### src/rtl/pipeline_ctrl_pkg.sv
// Shared types for the ID/EX hazard controller: FSM states, the bundle of
// pipeline control strobes and the canned strobe patterns the FSM selects from.
package pipeline_ctrl_pkg;

    localparam int CNT_W_DEF = 32;

    typedef enum logic [1:0] {
        RUN     = 2'd0,
        MC_WAIT = 2'd1,
        MC_DONE = 2'd2
    } hz_state_t;

    typedef struct packed {
        logic pc_stall;
        logic if_id_stall;
        logic if_id_flush;
        logic id_ex_stall;
        logic id_ex_flush;
        logic ex_mem_bubble;
        logic mc_start;
        logic mc_abort;
    } hz_ctrl_t;

    localparam hz_ctrl_t CTRL_NONE    = '0;
    // Freeze everything up to ID/EX and feed bubbles into EX/MEM while the unit works.
    localparam hz_ctrl_t CTRL_MC_HOLD = '{pc_stall: 1'b1, if_id_stall: 1'b1, if_id_flush: 1'b0,
                                          id_ex_stall: 1'b1, id_ex_flush: 1'b0,
                                          ex_mem_bubble: 1'b1, mc_start: 1'b0,
                                          mc_abort: 1'b0};

endpackage

### src/rtl/sat_counter.sv
// Up-counter that sticks at its all-ones value instead of wrapping.
module sat_counter #(
    parameter int W = 32
) (
    input  logic         clk,
    input  logic         reset,
    input  logic         inc,
    output logic [W-1:0] count
);

    always_ff @(posedge clk or negedge reset) begin
        if (!reset) begin
            count <= '0;
        end else if (inc && (count != {W{1'b1}})) begin
            count <= count + W'(1);
        end
    end

endmodule

### src/rtl/pipeline_hazard_ctrl.sv
// Stall/flush sequencing around the ID/EX register: load-use interlock, EX
// redirects and a watchdog-guarded handshake with a multi-cycle EX unit.
module pipeline_hazard_ctrl
    import pipeline_ctrl_pkg::*;
#(
    parameter int CNT_W      = CNT_W_DEF,
    parameter int MC_TIMEOUT = 64
) (
    input  logic             clk,
    input  logic             reset,
    input  logic [4:0]       id_rs1_idx,
    input  logic [4:0]       id_rs2_idx,
    input  logic             id_uses_rs1,
    input  logic             id_uses_rs2,
    input  logic [4:0]       ex_rd_idx,
    input  logic             ex_mem_read,
    input  logic             ex_mc_op,
    input  logic             ex_redirect,
    input  logic             mc_done,
    output logic             pc_stall,
    output logic             if_id_stall,
    output logic             if_id_flush,
    output logic             id_ex_stall,
    output logic             id_ex_flush,
    output logic             ex_mem_bubble,
    output logic             mc_start,
    output logic             mc_abort,
    output logic             mc_error,
    output logic [CNT_W-1:0] stall_cycles,
    output logic [CNT_W-1:0] flush_events,
    output logic [1:0]       dbg_state
);

    localparam int WC_W = $clog2(MC_TIMEOUT + 1);

    hz_state_t       state, state_nxt;
    logic [WC_W-1:0] wait_cnt, wait_cnt_nxt;
    logic            mc_error_q, mc_error_nxt;
    hz_ctrl_t        ctrl;
    logic            load_use;
    logic            redirect_acc;

    assign load_use = ex_mem_read && (ex_rd_idx != 5'd0) &&
                      ((id_uses_rs1 && (id_rs1_idx == ex_rd_idx)) ||
                       (id_uses_rs2 && (id_rs2_idx == ex_rd_idx)));

    always_ff @(posedge clk or negedge reset) begin
        if (!reset) begin
            state      <= RUN;
            wait_cnt   <= '0;
            mc_error_q <= 1'b0;
        end else begin
            state      <= state_nxt;
            wait_cnt   <= wait_cnt_nxt;
            mc_error_q <= mc_error_nxt;
        end
    end

    // Handshake: mc_start is a one-cycle request while the op sits in ID/EX;
    // the unit answers with a one-cycle mc_done, only honoured in MC_WAIT.
    always_comb begin
        state_nxt    = state;
        wait_cnt_nxt = wait_cnt;
        mc_error_nxt = mc_error_q;
        ctrl         = CTRL_NONE;
        redirect_acc = 1'b0;
        case (state)
            RUN, MC_DONE: begin
                state_nxt = RUN;
                if (ex_redirect) begin
                    ctrl.if_id_flush = 1'b1;
                    ctrl.id_ex_flush = 1'b1;
                    redirect_acc     = 1'b1;
                end else if (ex_mc_op && (state == RUN)) begin
                    ctrl          = CTRL_MC_HOLD;
                    ctrl.mc_start = 1'b1;
                    wait_cnt_nxt  = WC_W'(1);
                    state_nxt     = MC_WAIT;
                end else if (load_use) begin
                    ctrl.pc_stall    = 1'b1;
                    ctrl.if_id_stall = 1'b1;
                    ctrl.id_ex_flush = 1'b1;
                end
            end
            MC_WAIT: begin
                ctrl = CTRL_MC_HOLD;
                if (mc_done) begin
                    state_nxt = MC_DONE;
                end else if (wait_cnt == WC_W'(MC_TIMEOUT)) begin
                    ctrl.mc_abort    = 1'b1;
                    ctrl.id_ex_flush = 1'b1;
                    mc_error_nxt     = 1'b1;
                    state_nxt        = RUN;
                end else begin
                    wait_cnt_nxt = wait_cnt + WC_W'(1);
                end
            end
            default: state_nxt = RUN;
        endcase
        // Nothing may disturb the pipeline while reset is held.
        if (!reset) begin
            ctrl         = CTRL_NONE;
            redirect_acc = 1'b0;
        end
    end

    assign pc_stall      = ctrl.pc_stall;
    assign if_id_stall   = ctrl.if_id_stall;
    assign if_id_flush   = ctrl.if_id_flush;
    assign id_ex_stall   = ctrl.id_ex_stall;
    assign id_ex_flush   = ctrl.id_ex_flush;
    assign ex_mem_bubble = ctrl.ex_mem_bubble;
    assign mc_start      = ctrl.mc_start;
    assign mc_abort      = ctrl.mc_abort;
    assign mc_error      = mc_error_q;
    assign dbg_state     = state;

    sat_counter #(.W(CNT_W)) u_stall_cnt (
        .clk   (clk),
        .reset (reset),
        .inc   (ctrl.pc_stall),
        .count (stall_cycles)
    );

    sat_counter #(.W(CNT_W)) u_flush_cnt (
        .clk   (clk),
        .reset (reset),
        .inc   (redirect_acc),
        .count (flush_events)
    );

endmodule

### config.mk
export PLATFORM = sky130hd
export DESIGN_NAME = pipeline_hazard_ctrl
export DESIGN_NICKNAME = d
export VERILOG_FILES = /design/src/rtl/pipeline_ctrl_pkg.sv /design/src/rtl/sat_counter.sv /design/src/rtl/pipeline_hazard_ctrl.sv
export SDC_FILE = /design/constraint.sdc
export NUM_CORES = 1
export LEC_CHECK = 0
export CORE_ASPECT_RATIO = 0.75
export CORE_UTILIZATION = 35
export DETAILED_ROUTE_END_ITERATION = 6
export GPL_ROUTABILITY_DRIVEN = 0
export GPL_TIMING_DRIVEN = 0
export PLACE_DENSITY = 0.7
export SYNTH_ARGS = -nofsm -noshare
export SYNTH_HDL_FRONTEND = slang
export SYNTH_SLANG_ARGS = --single-unit
### constraint.sdc
create_clock -name clk -period 1.8 [get_ports clk]
set_input_delay 0.27 -clock clk [delete_from_list [all_inputs] [get_ports clk]]
set_output_delay 0.27 -clock clk [all_outputs]
set_load 0.05 [all_outputs]
==> results by group <==
Run status
  • Status: finished with violations
  • Failing checks: negative setup slack

Floorplan
  • Top Ports: 98
  • Die area: 11,100 um^2
  • Die width: 121 um
  • Core ar.: between 10,000 and 15,000 um^2
  • Starting Density: 36.1%
  • Die Ht: 91.4 um
  • Row count: 32

Timing
  • Final Hold Fails: 0
  • Finish-stage setup viols: 42
  • Measured slew at the worst slew-check pin: 511 ps
  • Max-slew violations: 0
  • Setup Skew: just under 10 ps
  • WHS: 50.3 ps
  • RSZ-0062 raised after global routing: yes
  • Period utilization: 112%
  • Post-route setup TNS: -4020 ps
  • Crit path time final: 2010 ps
  • Fmax: 497 MHz
  • Setup ws final: -210 ps
  • Slew headroom: ~66%

Clocking
  • Clock sinks: 74
  • Clk Latency, worst-skew pair: 340 ps
  • Clk slew on worst S/H paths: 60 ps
  • TritonCTS clock tree: done
  • CTS buffer count: 9
  • Clock root cell: clkbuf_16
  • Clk buf depth: 2
  • Max H-tree Level: 3

Critical path
  • Max FO, Critical Path: 3
  • Critical path required time: 1530 ps
  • Startpoint Class: primary input
  • Reg2Reg Depth: 7
  • Worst setup EP type: primary output
  • Worst EP arrival: 1740 ps
  • Crit Path Class: primary input to primary output

Global routing
  • Pin count of the biggest net entering global routing: 37
  • First-pass GRT wire length: 17.5 mm
  • Number of global-route vias before repair: 3,365
  • Initial antenna violation count: 0
  • Overflow after GRT: 0
  • Gr usage total: 20.5%

Yosys
  • Mapped Cells: 370
  • Post-synthesis register bit count: 74
  • Cell area after synthesis: 3730 um^2
  • Register area share after synthesis: 49.7%
  • Synth Flop Type: dfrtp_1
  • Post-synth EDFFs: 0
  • Async S/R FF share, synth: between 90% and 100%
  • Ys Warns: 0
  • Distinct cells, synth: 42
  • Synthesized Nets: 397
  • Syn avg cell area: 10.1 um^2

Route
  • DRT Pass-1 Iters: 4
  • Post-Route WL: ~11 mm
  • DRT antenna net count: 0
  • Vias per cell: 5.09
  • First DRT Iteration DRCs: 131
  • Vias: 3,452
  • Post-route DRC: 0
  • Average wire per standard cell: 16.9 um

Place
  • IO Port Bufs: 97
  • Post-DP HPWL: between 6 and 7 mm

Power
  • PD cells: between 800 and 900 nW/um^2
  • Max VDD drop: 0.795 mV
  • Power Total: 5.61 mW
  • Leakage power: 3.11 nW

Layout
  • Multi-input gate area: 2470 um^2
  • Reg area: 1910 um^2
  • Nets: 564
  • Most frequent cells in the layout: dlygate4sd2_1, dfrtp_2, buf_4
  • Share of cells above drive strength 1: between 40% and 50%
  • FILL cells: about 850
  • # diodes: 0
  • Area Overhead vs Synth: 73.0%
  • Commonest non-fill, non-tap cell in the layout: dlygate4sd2_1

Hold path
  • Min-delay worst type: primary input to asynchronous set/reset pin

Job
  • Number of max-cap violations: 0
through the flow:
stage,instances,utilization [%],cell area (um^2),setup WS [ps]
6_report,678,62.4,6450,-210
5_1_grt,678,62.4,6450,-263
4_1_cts,650,57.7,5960,-174
3_5_place_dp,604,50.1,5170,-1200
3_3_place_gp,603,49.9,5150,-3870
2_1_floorplan,370,-,4010,-171
power breakdown:
part           switching [mW]  internal (mW)  leakage, nW
Combinational            1.15          0.784         2.07
Clock                   0.672          0.932        0.128
Sequential              0.230           1.85        0.915
final timing paths:
check,end,start,slack (ps)
min,dbg_state[0],reset,50
min in group clk,mc_error,mc_error,470
max,pc_stall,ex_rd_idx[3],-210
min reg2reg,mc_error,mc_error,470
max in group asynchronous,u_stall_cnt.count[28],reset,1190
max reg2reg,u_stall_cnt.count[1],u_stall_cnt.count[4],-180
layer usage:
metal | GRT usage (%) | routed length, um | share of wire, % | vias to the layer above
met5 | 0 | 0 | 0 | -
met4 | 6.48 | 148 | 1.3 | 0
met3 | 4.77 | 607 | 5.3 | 16
met2 | 32.1 | 5480 | 48 | 87
met1 | 28.0 | 5230 | 46 | 1734
li1 | - | - | - | 1615
synth_stat cells (2+ instances only):
cell	count	area share, %
nand2b_1	3	0.50
nand4_1	18	3.0
dfrtp_1	74	50
and3_1	16	2.7
or3_1	2	0.34
a21oi_1	2	0.27
nor4_1	9	1.5
nor2b_1	2	0.34
inv_1	14	1.4
nand4_2	2	0.67
nor2_1	31	3.1
buf_4	2	0.40
nand2_1	29	2.9
nand3_1	34	4.6
xnor2_1	46	11
and4_1	2	0.47
buf_2	4	0.54
ha_1	4	1.3
nor3_1	21	2.8
xor2_1	31	7.3
and2_1	3	0.50
critical path: stages:
cell	delay [ps]
clkdlybuf4s15_2	210
or4_4	530
o21ai_4	160
a21oi_4	90
nand2_4	100
clkinvlp_4	110
buf_8	120
buf_6	140
registers in the layout (all words and copies together), names as in the netlist:
signal             count
wait_cnt               7
u_flush_cnt.count     32
mc_error               1
u_stall_cnt.count     32
dbg_state              2
area by class of cell:
| class | instances | share of cell area (%) |
|---|---|---|
| inverter | 14 | 0.873 |
| tap | 136 | 2.64 |
| clock buffer | 13 | 3.73 |
| sequential | 74 | 29.7 |
| timing repair buffer | 158 | 23.2 |
| clock inverter | 3 | 0.291 |
| multi-input combinational | 274 | 38.3 |
| buffer | 6 | 1.30 |
logic make-up after synthesis:
kind of cell               count (synthesis)  share of synthesized area (%)
buffers and inverters                     22                           2.75
muxes                                      3                          0.873
DFF                                       74                           49.7
xor gates and xnor gates                  77                           18.1
adders and majority gates                  4                           1.34
and+or+nand+nor                          179                           25.2
AOI/OAI and AO/OA                         11                           2.08
what timing repair did:
item	CTS	global route
pin swaps	32	44
gates resized for setup	216	64
cloned	2	2
endpoints found under the setup margin	137	68
buffers inserted	27	27
endpoints found under the hold margin	38	0
hold buffers	2	0
No activity file was read; power rests on OpenSTA's default activity.
